**src/rtl/param_step_counter_pkg.sv**
```systemverilog
// Shared constants and elaboration helpers
// for the parametrised step counter.
package param_step_counter_pkg;

  localparam logic MODE_WRAP = 1'b0;
  localparam logic MODE_SAT  = 1'b1;

  function automatic int clog2(input int v);
    int r;
    r = 0;
    for (int i = 0; i < 32; i++) begin
      if ((64'd1 << r) < 64'(v)) r++;
    end
    return r;
  endfunction

  function automatic int presc_width(input int p);
    int w;
    w = clog2(p);
    return (w < 1) ? 1 : w;
  endfunction

endpackage

```
**src/rtl/step_prescaler.sv**
```systemverilog
// Enabled-cycle divider: tick marks the last
// cycle of each PRESCALE-long period.
module step_prescaler
  import param_step_counter_pkg::*;
#(
  parameter int PRESCALE = 1
) (
  input  logic CK,
  input  logic CLR,
  input  logic restart,
  input  logic EN,
  output logic tick
);

  localparam int PW = presc_width(PRESCALE);
  localparam logic [PW-1:0] LAST = PW'(PRESCALE - 1);

  logic [PW-1:0] cnt;

  assign tick = !EN && (cnt == LAST);

  always_ff @(posedge CK) begin
    if (CLR || restart) begin
      cnt <= '0;
    end else if (!EN) begin
      cnt <= tick ? '0 : cnt + PW'(1);
    end
  end

endmodule

```
**src/rtl/param_step_counter.sv**
```systemverilog
// Up/down counter with programmable step, modulus,
// wrap/saturate mode, load, prescaler and flags.
module param_step_counter
  import param_step_counter_pkg::*;
#(
  parameter int WIDTH    = 8,
  parameter int MAX      = 255,
  parameter int SATURATE = 0,
  parameter int PRESCALE = 1
) (
  input  logic             CK,
  input  logic             CLR,
  input  logic             EN,
  input  logic             UP,
  input  logic             LOAD,
  input  logic [WIDTH-1:0] D,
  input  logic [WIDTH-1:0] STEP,
  output logic [WIDTH-1:0] Q,
  output logic             TC,
  output logic             OVF
);

  localparam int W1 = WIDTH + 1;
  localparam logic [W1-1:0] MAXV = W1'(MAX);
  localparam logic [W1-1:0] MODV = W1'(MAX + 1);
  localparam logic MODE =
    (SATURATE != 0) ? MODE_SAT : MODE_WRAP;

  logic tick;

  step_prescaler #(
    .PRESCALE(PRESCALE)
  ) u_pre (
    .CK      (CK),
    .CLR     (CLR),
    .restart (LOAD),
    .EN      (EN),
    .tick    (tick)
  );

  // One spare bit so over/under-range is seen
  // before anything is truncated back to WIDTH.
  logic [W1-1:0] qx;
  logic [W1-1:0] stx;
  logic [W1-1:0] sx;
  logic [W1-1:0] dx;
  logic [W1-1:0] sum;
  logic [W1-1:0] up_q;
  logic [W1-1:0] dn_q;
  logic [W1-1:0] ev_q;
  logic [W1-1:0] ld_q;
  logic          up_ovr;
  logic          dn_und;
  logic          ev_ovr;
  logic          ld_clamp;

  always_comb begin
    qx  = {1'b0, Q};
    stx = {1'b0, STEP};
    dx  = {1'b0, D};
    sx  = (stx > MAXV) ? MAXV : stx;
    sum = qx + sx;

    up_ovr = sum > MAXV;
    if (!up_ovr)
      up_q = sum;
    else if (MODE == MODE_SAT)
      up_q = MAXV;
    else
      up_q = sum - MODV;

    dn_und = sx > qx;
    if (!dn_und)
      dn_q = qx - sx;
    else if (MODE == MODE_SAT)
      dn_q = '0;
    else
      dn_q = qx + MODV - sx;

    ev_q   = UP ? up_q : dn_q;
    ev_ovr = UP ? up_ovr : dn_und;

    ld_clamp = dx > MAXV;
    ld_q     = ld_clamp ? MAXV : dx;
  end

  logic             do_ld;
  logic             do_ev;
  logic [WIDTH-1:0] q_nxt;
  logic             tc_nxt;
  logic             ovf_nxt;

  assign do_ld = LOAD;
  assign do_ev = !LOAD && tick;

  always_comb begin
    q_nxt   = Q;
    tc_nxt  = 1'b0;
    ovf_nxt = OVF;
    unique case (1'b1)
      do_ld: begin
        q_nxt   = WIDTH'(ld_q);
        ovf_nxt = OVF | ld_clamp;
      end
      do_ev: begin
        q_nxt   = WIDTH'(ev_q);
        tc_nxt  = ev_ovr;
        ovf_nxt = OVF | ev_ovr;
      end
      default: ;
    endcase
  end

  always_ff @(posedge CK) begin
    if (CLR) begin
      Q   <= '0;
      TC  <= 1'b0;
      OVF <= 1'b0;
    end else begin
      Q   <= q_nxt;
      TC  <= tc_nxt;
      OVF <= ovf_nxt;
    end
  end

endmodule

```
**config.mk**
```make
export PLATFORM = sky130hd
export DESIGN_NAME = param_step_counter
export DESIGN_NICKNAME = d
export VERILOG_FILES = /design/src/rtl/param_step_counter_pkg.sv /design/src/rtl/step_prescaler.sv /design/src/rtl/param_step_counter.sv
export SDC_FILE = /design/constraint.sdc
export NUM_CORES = 1
export LEC_CHECK = 0
export CORE_MARGIN = 4
export CORE_UTILIZATION = 50
export CTS_BUF_LIST = sky130_fd_sc_hd__clkbuf_4
export DETAILED_ROUTE_END_ITERATION = 8
export GPL_ROUTABILITY_DRIVEN = 1
export GPL_TIMING_DRIVEN = 0
export PLACE_DENSITY = 0.88
export SYNTH_ARGS = -nofsm -noshare
export SYNTH_HDL_FRONTEND = slang
export SYNTH_SLANG_ARGS = --single-unit
```
**constraint.sdc**
```tcl
create_clock -name CK -period 4.06 [get_ports CK]
set_input_delay 0.406 -clock CK [delete_from_list [all_inputs] [get_ports CK]]
set_output_delay 0.406 -clock CK [all_outputs]
set_load 0.1 [all_outputs]
```
==> metrics.md <==
| Metric | Value |
|---|---|
| Status | `completed` |
| Dominant synthesized flop cell | `dfxtp_1` |
| IO Port Bufs | `29` |
| Worst Path Max Fanout | `2` |
| Area of the multi-input gates | `901 µm²` |
| Global placement routability congestion | `0.888` |
| Top delay family on crit path | `simple AND/OR/NAND/NOR gates` |
| Fmax | `0.421 GHz` |
| Layout Skew | `1.95 ps` |
| Most frequent cells in the layout | `clkdlybuf4s50_1, nor2_1, ha_1, inv_1, a21oi_1` |
| Layout cells sized above 1 | `0.120` |
| Unrepaired setup endpoints after global routing | `false` |
| Vias in the first global route | `1,153` |
| Total negative slack | `0 ps` |
| Slew @ Worst Pin | `986 ps` |
| Cell row count | `17` |
| Number of remaining DRC errors | `0` |
| Hold Path Class | `reg2reg` |
| Fill cells | `205` |
| Die height | `57.2 µm` |
| Dpl ws | `1410 ps` |
| Tcrit/Tclk final | `0.586` |
| Nets | `223` |
| # setup viols final | `0` |
| Max VDD drop | `250 µV` |
| Iter 0 DRT Violations | `35` |
| Synthesized area | `0.00121 mm²` |
| Ys async rst share | `0` |
| Vias | `1,228` |
| Max-cap viol count | `0` |
| Post-CTS setup buffer count | `0` |
| Leakage | `0.645 nW` |
| Buf+Inv Stages, Crit Path | `1` |
| Post-CTS Resized | `0` |
| CTS Buf Count | `3` |
| Final WS setup | `1680 ps` |
| Core area | `0.00225 mm²` |
| Post-Syn Area per Cell | `8.08 µm²` |
| Initial antenna violation count | `0` |
| TritonCTS clock tree | `done` |
| Pre-antenna DRT Iters | `4` |
| Crit-path cells | `clkdlybuf4s50_1 > ha_1 > fa_1 > nor2b_1 > o21ai_2 > a2111oi_1 > nor4b_1 > nor3_2 > a21o_1` |
| Syn_nets | `189` |
| Routed wire length | `3.08 mm` |
| Critical Path RT | `4220 ps` |
| Max-slew violation count | `0` |
| Final hold viol count | `0` |
| Yosys reg bits | `11` |
| Critical path arrival | `2530 ps` |
| Sequential fraction of the synthesis area | `0.182` |
| R2R setup slack | `1810 ps` |
| CP Capture Type | `flop` |
| CP Class | `in2reg` |
| Cells after Synth | `150` |
| GRT overflow | `0` |
| Commonest non-fill, non-tap cell in the layout | `clkdlybuf4s50_1` |
| Initial Utilization | `0.538` |
| Critical Path Slowest Stage Cell | `clkdlybuf4s50_1` |
| Clock sinks | `11` |
| Root Driver | `clkbuf_4` |
| Die W | `57.2 µm` |
| Post-synth EDFFs | `0` |
| N_diodes | `0` |
| Antenna Nets Post-Route | `0` |
| Die area | `0.00328 mm²` |
| Register area | `220 µm²` |
| Tmin final | `2380 ps` |
| Drt wl/cell | `14.6 µm` |
| First-pass GRT wire length | `5.16 mm` |
| Slew headroom | `0.341` |
| H-tree lvl count | `1` |
| PD cells | `284 mW/mm²` |
| Pin count of the biggest net entering global routing | `11` |
| Layout area overhead | `29.3%` |
| CP startpoint kind | `primary input` |
| Synth unique cells | `43` |
| Area share of the largest cell type after synthesis | `0.182` |
| Max clock buf depth | `2` |
| Leading area contributor after synthesis | `dfxtp_1` |
| HPWL Detailed | `2.53 mm` |
| CP max stage delay | `420 ps` |
| CTS clock-pin slew for the worst setup and hold paths | `70 ps` |
| Via density | `5.82` |
| Post-cts hold buffer count | `0` |
| Global-route usage over all layers | `0.196` |
| Area contributors post-synth | `dfxtp_1, ha_1, a21oi_1, nor2_1, inv_1` |
| Syn. warnings | `0` |
| Num ports | `31` |
| Worst-Skew Late Latency | `260 ps` |
## stage by stage
stage                     cells  hold WS [ps]  utilization  total power, W  instance area, µm²
after floorplan             150           483            -        0.000302                1210
after detailed placement    207           464        0.682        0.000368                1540
after global routing        211           498        0.695        0.000472                1570
after CTS                   211           486        0.695        0.000446                1570
final                       211           484        0.695        0.000445                1570
after global placement      207           437        0.682        0.000361                1540
## path summary, 6_finish.rpt
check,from,endpoint,cells past startpoint
max,STEP[0],OVF$_SDFFE_PP0P_,9
min,OVF$_SDFFE_PP0P_,OVF$_SDFFE_PP0P_,1
max reg2reg,Q[0]$_SDFFE_PP0P_,Q[6]$_SDFFE_PP0P_,9
min reg2reg,OVF$_SDFFE_PP0P_,OVF$_SDFFE_PP0P_,1
## cell usage after synthesis (all sizes together) (4+ instances only)
master	n
nor2	17
ha	16
inv	14
a21oi	12
dfxtp	11
o21ai	10
a211oi	6
nor3	6
buf	5
nand2	5
nor2b	4
nor3b	4
xnor2	4
## per-layer routing
| metal | vias up | wire [µm] | share of wire | track usage |
|---|---|---|---|---|
| met3 | 4 | 130 | 0.042 | 0.0113 |
| li1 | 606 | - | - | - |
| met4 | 0 | 37 | 0.012 | 0.0629 |
| met5 | - | 0 | 0 | 0 |
| met1 | 581 | 1390 | 0.45 | 0.265 |
| met2 | 37 | 1530 | 0.50 | 0.331 |
## kinds of logic after synthesis
kind of cell	synth area share
and+or+nand+nor	0.208
buffers and inverters	0.0753
xor gates and xnor gates	0.0289
AOI/OAI and AO/OA	0.283
adders and majority gates	0.198
DFF	0.182
muxes	0.0248
## registers in the layout (all words and copies together), names as in the netlist
signal and flops:
Q 8, OVF 1, u_pre.cnt 1, TC 1
## worst register-to-register path: cells and delay by family (launching register included)
kind | cells | cell delay, ps
fa+ha+maj | 2 | 610
buf+inv | 1 | 60
compound gates | 4 | 720
xor+xnor | 1 | 180
flops | 1 | 380
simple gates | 1 | 170
## cell type report
cell class / instances / area share
multi-input cells: 118 / 0.575
repair buffers: 29 / 0.185
flip-flops and latches: 11 / 0.140
inverters: 14 / 0.0335
plain buffers: 7 / 0.0247
well taps: 28 / 0.0223
clock buffers: 4 / 0.0192
## report_power, final
| part | leakage, nW | total [W] | internal (W) | switching [W] |
|---|---|---|---|---|
| combinational | 0.536 | 0.000241 | 0.0000912 | 0.000150 |
| sequential | 0.0908 | 0.000127 | 0.000117 | 0.0000102 |
| clock | 0.0184 | 0.0000772 | 0.0000446 | 0.0000326 |
| total | 0.645 | 0.000445 | 0.000252 | 0.000193 |
(Power assumes the default switching activity.)
